### src/rtl/proc_clk_ctrl_pkg.sv
// Shared definitions for the processor clock-enable controller:
// stall FSM state encodings and the default parameter values.
package proc_clk_ctrl_pkg;

    typedef enum logic {
        STATE_RUN   = 1'b0,
        STATE_STALL = 1'b1
    } state_t;

    localparam int DEFAULT_NUM_STALL = 2;
    localparam int DEFAULT_DIV_W     = 4;
    localparam int DEFAULT_TO_W      = 8;
    localparam int DEFAULT_TIMEOUT   = 200;

endpackage

### src/rtl/proc_clk_ctrl_if.sv
// Bus between the processor-side logic and the clock-enable controller.
// master = the side that drives divide select, stall requests and err_clr;
// slave  = the controller itself.
interface proc_clk_ctrl_if
    import proc_clk_ctrl_pkg::*;
#(
    parameter int NUM_STALL = DEFAULT_NUM_STALL,
    parameter int DIV_W     = DEFAULT_DIV_W
);

    logic [DIV_W-1:0]     div_sel;
    logic [NUM_STALL-1:0] stall_req;
    logic                 err_clr;
    logic                 clk_en;
    logic                 stall_active;
    logic [NUM_STALL-1:0] stall_src;
    logic                 timeout_err;
    logic [31:0]          tick_count;

    modport master (
        output div_sel, stall_req, err_clr,
        input  clk_en, stall_active, stall_src, timeout_err, tick_count
    );

    modport slave (
        input  div_sel, stall_req, err_clr,
        output clk_en, stall_active, stall_src, timeout_err, tick_count
    );

endinterface

### src/rtl/proc_clk_ctrl_clk_divider.sv
// Programmable tick divider: counts 0..period_q and flags terminal count.
// The period is only reloaded at terminal count so a div_sel change never
// truncates or stretches the period already in progress.
module proc_clk_ctrl_clk_divider
    import proc_clk_ctrl_pkg::*;
#(
    parameter int DIV_W = DEFAULT_DIV_W
) (
    input  logic             clk,
    input  logic             rst,
    input  logic [DIV_W-1:0] div_sel,
    output logic             tc
);

    logic [DIV_W-1:0] cnt_q;
    logic [DIV_W-1:0] period_q;

    assign tc = (cnt_q == period_q);

    // Free-running period counter; wraps and captures the new period at TC.
    always_ff @(posedge clk or posedge rst) begin
        if (rst) begin
            cnt_q    <= '0;
            period_q <= '0;
        end else if (tc) begin
            cnt_q    <= '0;
            period_q <= div_sel;
        end else begin
            cnt_q    <= cnt_q + DIV_W'(1);
        end
    end

endmodule

### src/rtl/proc_clk_ctrl.sv
// Processor clock-enable controller. Produces a one-cycle clk_en at each
// divider terminal count unless an unmasked stall source is active, records
// which sources caused a stall, counts retired ticks, and forces a release
// (masking the offending sources) when a stall outlives TIMEOUT cycles.
// TIMEOUT must lie in 1..2**TO_W-1.
module proc_clk_ctrl
    import proc_clk_ctrl_pkg::*;
#(
    parameter int NUM_STALL = DEFAULT_NUM_STALL,
    parameter int DIV_W     = DEFAULT_DIV_W,
    parameter int TO_W      = DEFAULT_TO_W,
    parameter int TIMEOUT   = DEFAULT_TIMEOUT
) (
    input  logic           clk,
    input  logic           rst,
    proc_clk_ctrl_if.slave bus
);

    state_t               state_q;
    state_t               state_d;
    logic                 tc;
    logic [NUM_STALL-1:0] eff;
    logic [NUM_STALL-1:0] mask_q;
    logic [NUM_STALL-1:0] mask_d;
    logic [NUM_STALL-1:0] src_q;
    logic [TO_W-1:0]      timer_q;
    logic                 timer_full;
    logic                 err_q;
    logic [31:0]          ticks_q;
    logic                 clk_en_c;
    logic                 enter_stall;
    logic                 timeout_hit;

    proc_clk_ctrl_clk_divider #(
        .DIV_W (DIV_W)
    ) u_div (
        .clk     (clk),
        .rst     (rst),
        .div_sel (bus.div_sel),
        .tc      (tc)
    );

    // Sources that timed out stay masked until they drop or err_clr.
    assign eff        = bus.stall_req & ~mask_q;
    assign timer_full = (timer_q == TO_W'(TIMEOUT - 1));

    // Stall FSM state register.
    always_ff @(posedge clk or posedge rst) begin
        if (rst) begin
            state_q <= STATE_RUN;
        end else begin
            state_q <= state_d;
        end
    end

    // Next state: requests are only sampled at terminal count; a release at
    // TC beats a simultaneous timeout.
    always_comb begin
        state_d = state_q;
        unique case (state_q)
            STATE_RUN: begin
                if (tc && (eff != '0)) begin
                    state_d = STATE_STALL;
                end
            end
            STATE_STALL: begin
                if (tc && (eff == '0)) begin
                    state_d = STATE_RUN;
                end else if (timer_full) begin
                    state_d = STATE_RUN;
                end
            end
            default: state_d = STATE_RUN;
        endcase
    end

    // FSM outputs: tick pulse, stall entry strobe and forced-release strobe.
    always_comb begin
        clk_en_c    = 1'b0;
        enter_stall = 1'b0;
        timeout_hit = 1'b0;
        unique case (state_q)
            STATE_RUN: begin
                if (tc) begin
                    if (eff == '0) begin
                        clk_en_c = 1'b1;
                    end else begin
                        enter_stall = 1'b1;
                    end
                end
            end
            STATE_STALL: begin
                if (tc && (eff == '0)) begin
                    clk_en_c = 1'b1;
                end else if (timer_full) begin
                    timeout_hit = 1'b1;
                end
            end
            default: ;
        endcase
    end

    // Mask update: a timeout's set takes priority over err_clr and auto-clear.
    always_comb begin
        mask_d = bus.err_clr ? '0 : (mask_q & bus.stall_req);
        if (timeout_hit) begin
            mask_d = mask_d | src_q;
        end
    end

    // Stall bookkeeping, error flag, mask and retired-tick counter.
    always_ff @(posedge clk or posedge rst) begin
        if (rst) begin
            timer_q <= '0;
            src_q   <= '0;
            err_q   <= 1'b0;
            mask_q  <= '0;
            ticks_q <= '0;
        end else begin
            if (enter_stall) begin
                timer_q <= '0;
                src_q   <= eff;
            end else if (state_q == STATE_STALL) begin
                timer_q <= timer_q + TO_W'(1);
            end
            if (timeout_hit) begin
                err_q <= 1'b1;
            end else if (bus.err_clr) begin
                err_q <= 1'b0;
            end
            mask_q <= mask_d;
            if (clk_en_c) begin
                ticks_q <= ticks_q + 32'd1;
            end
        end
    end

    // The enable is forced low while reset is held so the core never ticks
    // during reset even though the divider sits at terminal count.
    assign bus.clk_en       = clk_en_c & ~rst;
    assign bus.stall_active = (state_q == STATE_STALL);
    assign bus.stall_src    = src_q;
    assign bus.timeout_err  = err_q;
    assign bus.tick_count   = ticks_q;

endmodule

### src/flat_wrapper.sv
// flat-port wrapper written by rule: the top's interface ports become plain ports
module proc_clk_ctrl_flat import proc_clk_ctrl_pkg::*;
#(
    parameter int NUM_STALL = DEFAULT_NUM_STALL,
    parameter int DIV_W     = DEFAULT_DIV_W,
    parameter int TO_W      = DEFAULT_TO_W,
    parameter int TIMEOUT   = DEFAULT_TIMEOUT
)
  (clk, rst, bus_div_sel, bus_stall_req, bus_err_clr, bus_clk_en, bus_stall_active, bus_stall_src, bus_timeout_err, bus_tick_count);
  proc_clk_ctrl_if #(.NUM_STALL(NUM_STALL), .DIV_W(DIV_W)) bus_i ();
  input  logic clk;
  input  logic rst;
  input wire logic [$bits(bus_i.div_sel)-1:0] bus_div_sel;
  input wire logic [$bits(bus_i.stall_req)-1:0] bus_stall_req;
  input wire logic [$bits(bus_i.err_clr)-1:0] bus_err_clr;
  output wire logic [$bits(bus_i.clk_en)-1:0] bus_clk_en;
  output wire logic [$bits(bus_i.stall_active)-1:0] bus_stall_active;
  output wire logic [$bits(bus_i.stall_src)-1:0] bus_stall_src;
  output wire logic [$bits(bus_i.timeout_err)-1:0] bus_timeout_err;
  output wire logic [$bits(bus_i.tick_count)-1:0] bus_tick_count;
  assign bus_i.div_sel = bus_div_sel;
  assign bus_i.stall_req = bus_stall_req;
  assign bus_i.err_clr = bus_err_clr;
  assign bus_clk_en = bus_i.clk_en;
  assign bus_stall_active = bus_i.stall_active;
  assign bus_stall_src = bus_i.stall_src;
  assign bus_timeout_err = bus_i.timeout_err;
  assign bus_tick_count = bus_i.tick_count;
  proc_clk_ctrl #(.NUM_STALL(NUM_STALL), .DIV_W(DIV_W), .TO_W(TO_W), .TIMEOUT(TIMEOUT)) u_core (.clk(clk), .rst(rst), .bus(bus_i));
endmodule
### config.mk
export PLATFORM = sky130hd
export DESIGN_NAME = proc_clk_ctrl_flat
export DESIGN_NICKNAME = d
export VERILOG_FILES = /design/src/rtl/proc_clk_ctrl_pkg.sv /design/src/rtl/proc_clk_ctrl_if.sv /design/src/rtl/proc_clk_ctrl_clk_divider.sv /design/src/rtl/proc_clk_ctrl.sv /design/src/flat_wrapper.sv
export SDC_FILE = /design/constraint.sdc
export NUM_CORES = 1
export LEC_CHECK = 0
export BUFFER_PORTS_ARGS = -buffer_cell sky130_fd_sc_hd__buf_2
export CORE_MARGIN = 2
export CORE_UTILIZATION = 45
export CTS_CLUSTER_SIZE = 25
export DETAILED_ROUTE_END_ITERATION = 10
export PLACE_DENSITY = 0.77
export SYNTH_ARGS = -nofsm -noshare
export SYNTH_HDL_FRONTEND = slang
export SYNTH_SLANG_ARGS = --single-unit
### constraint.sdc
create_clock -name clk -period 2.1 [get_ports clk]
set_clock_uncertainty 0.05 [all_clocks]
set_input_delay 0.21 -clock clk [delete_from_list [all_inputs] [get_ports clk]]
set_output_delay 0.21 -clock clk [all_outputs]
set_load 0.01 [all_outputs]
==> flow_summary.ini <==
[route]
vias = 1860
drtIter0Drc = 88
drt-wirelength-per-cell_microns = 13.6
via_per_inst = 5.24
first_pass_iters = 4
wl_microns = 4830
drc = 0
antenna_left = 0

[pwr]
switching_share_pct = 33.8
power.switching_uw = 966
p_int_mw = 1.89
p_leak_nw = 1.46
vdd_drop_max_mv = 0.562
pwr-share-comb_pct = 29.8
seq_power_share_pct = 51.2
p_clk_share_pct = 19.0
p_total_mw = 2.86
power.density_nw_per_um2 = 969

[place]
placed_area_sq_um = 2830
placedCellCount = 346
place_hpwl_microns = 3510
gp_congestion = 0.775
port_buffers = 45

[global_routing]
overflow = 0
grt_max_degree = 33
grt_pass1_wl_microns = 8380
grt_use_total_pct = 17.4
antenna_found_initial = 0
grt_pass1_vias = 1807

[synth]
ys_seq_area_share_pct = 54.9
synth_mux_area_share_pct = 3.61
ys_seq_elements = 54
synth-compound-area-share_pct = 3.76
synthSimpleGateAreaFrac_pct = 20.5
syn_nets = 240
ys_types = 30
post_synth_xor_area_fraction_pct = 13.9
synth_top_family_by_area = simple AND/OR/NAND/NOR gates
synth-warning-count = 0
syn_inst = 228
syn_avg_cell_area_sq_um = 10.8
syn_area_sq_um = 2460
synthAdderAreaFrac_pct = 1.52

[cts]
cts.htree.levels = 2
cts_sinks = 54
worstSkewPairLatency_ps = 300
cts_buffers = 5
cts_root_buf = clkbuf_8
tritoncts = yes
clock_path_buffers = 2
path_clk_slew_ps = 100

[worst_setup_path]
rr_startpoint = u_core.u_div.cnt_q[0]$_DFF_PP0_
cp_slowest_cell = dfrtp_1
reg2reg_to = u_core.bus.tick_count[16]$_DFFE_PP0P_
path_class = reg2out
r2r_setup_slack_ps = 80
path_cells = xor2_1 > nor4_4 > buf_12 > nand2_8 > nor2_2 > buf_2
critPathLaunchType = flop
endpoint_kind = output pin
cp.required_ps = 1840
path_max_fanout = 9
arrival_ps = 1790
slowest_delay_ps = 430
reg2reg_depth = 6

[timing]
finalCritPeriodShare_pct = 97.6
rsz0062_at_grt = yes
setup_viol = 0
relSlewSlack_pct = 63.3
tightest_slew_ps = 546
finalHoldViolCount = 0
fmax_mhz = 488
slew_violations = 0
final.min_clock_period_ps = 2050

[final_layout]
final_common_cell = dfrtp_1
drive_gt1_share_pct = 26.7
final_cell_mix = 54 x dfrtp_1, 45 x buf_2, 22 x nand2_1, 22 x xor2_1, 17 x xnor2_1
design_area_sq_um = 2950
fin_cells = 355
nets = 297
syn_to_final_growth_pct = 19.7
antenna_cells = 0

[floorplanning]
fp.dieW_microns = 78.0
fp.coreArea_sq_um = 5200
die_area_sq_um = 6080
io_pins = 46
rows = 26
start_util_pct = 47.3
die_h_microns = 78.0

[hold_path]
min_from = bus_err_clr
hold_path.class = in2reg
hold_depth = 2
worstHoldEndpoint = u_core.mask_q[1]$_DFF_PP0_

[job]
max_cap_violations = 0

[run_status]
status = finished, final reports clean
timing repair:
action | CTS | global route
hold endpoints to repair | 22 | 0
setup endpoints to repair | 1 | 6
resized for setup | 1 | 3
hold buffers | 1 | 0
buffers inserted | 0 | 1
pin swaps | 1 | 2
stage by stage:
stage	setup slack (ps)	TNS (ps)	util [%]	hold WS (ps)
final	49.9	0	56.6	54.4
after global routing	-60.7	-149	56.6	57.1
after CTS	54.0	0	56.2	44.3
after detailed placement	107	0	54.4	226
after global placement	218	0	54.4	220
after floorplan	186	0	-	249
worst max path at each step:
stage | from | to | slack, ps | cells after the start
after global routing | u_core.u_div.cnt_q[1]$_DFF_PP0_ | bus_clk_en | -60 | 6
after global placement | u_core.u_div.cnt_q[1]$_DFF_PP0_ | u_core.bus.stall_src[1]$_DFFE_PP0N_ | 220 | 6
after floorplan | u_core.u_div.cnt_q[1]$_DFF_PP0_ | u_core.bus.stall_src[0]$_DFFE_PP0N_ | 190 | 5
after detailed placement | u_core.u_div.cnt_q[0]$_DFF_PP0_ | u_core.bus.tick_count[16]$_DFFE_PP0P_ | 110 | 6
final | u_core.u_div.cnt_q[0]$_DFF_PP0_ | bus_clk_en | 50 | 6
after CTS | u_core.u_div.cnt_q[2]$_DFF_PP0_ | bus_clk_en | 50 | 6
state kept, by name, indices dropped and copies added (netlist names):
name                     cells
u_core.bus.stall_active      1
u_core.bus.stall_src         2
u_core.bus.tick_count       32
u_core.bus.timeout_err       1
u_core.mask_q                2
u_core.timer_q               8
u_core.u_div.cnt_q           4
u_core.u_div.period_q        4
cells in the mapped netlist:
cell type / instances / area, sq um
or3_1: 3 / 18.8
nor2b_1: 3 / 18.8
ha_1: 3 / 37.5
nor4_4: 1 / 21.3
buf_2: 1 / 5.00
nand3_1: 15 / 75.1
o21ai_0: 10 / 50.1
and3_1: 6 / 37.5
clkbuf_1: 1 / 3.75
inv_1: 8 / 30.0
xnor2_1: 17 / 149
nand2_2: 1 / 6.26
or2_2: 2 / 12.5
buf_4: 1 / 7.51
dfrtp_1: 54 / 1350
o21ai_2: 1 / 8.76
mux2i_1: 1 / 10.0
nor4_2: 1 / 12.5
o211ai_1: 2 / 15.0
nor3_1: 11 / 55.1
nand2_1: 22 / 82.6
nand4_1: 11 / 68.8
o22ai_1: 3 / 18.8
nor2_1: 17 / 63.8
xor2_1: 22 / 193
nand3_2: 1 / 10.0
nor4_1: 1 / 6.26
mux2_2: 7 / 78.8
nor3b_1: 1 / 7.51
and4_1: 1 / 8.76
cell type report:
class / count / area, sq um
clock inverter: 2 / 10.0
fill: 463 / 2260
multi-input combinational: 163 / 1090
inverter: 8 / 30.0
clock buffer: 5 / 68.8
timing repair buffer: 53 / 313
sequential: 54 / 1350
tap: 70 / 87.6
power by group through the flow:
| stage | clock, mW | combinational, mW | sequential (mW) |
|---|---|---|---|
| after CTS | 0.557 | 0.836 | 1.46 |
| after floorplan | 0 | 0.565 | 1.46 |
| after global placement | 0 | 0.791 | 1.47 |
| after global routing | 0.606 | 0.956 | 1.51 |
| final | 0.543 | 0.852 | 1.46 |
| after detailed placement | 0 | 0.822 | 1.48 |
critical path: cells and delay by family, from the launching register on:
kind                   cells  cell delay, ps
XOR/XNOR                   1             180
AND/OR/NAND/NOR            3             560
buffers and inverters      2             310
flip-flops                 1             430
kinds of logic after synthesis:
logic type	Yosys count
AO/OA/AOI/OAI	16
XOR/XNOR	39
adder cells (fa/ha/maj)	3
buffers and inverters	11
flip-flops	54
multiplexers	8
AND/OR/NAND/NOR	97
routing by layer:
layer	routed length [microns]	part of all wire [%]	track usage, %	vias to the layer above
met1	2330	48	23.9	909
met4	35	0.72	4.74	0
met5	0	0	0	-
li1	-	-	-	901
met3	218	4.5	5.58	4
met2	2250	46	26.7	46
Power figures use the tool's default switching activity.
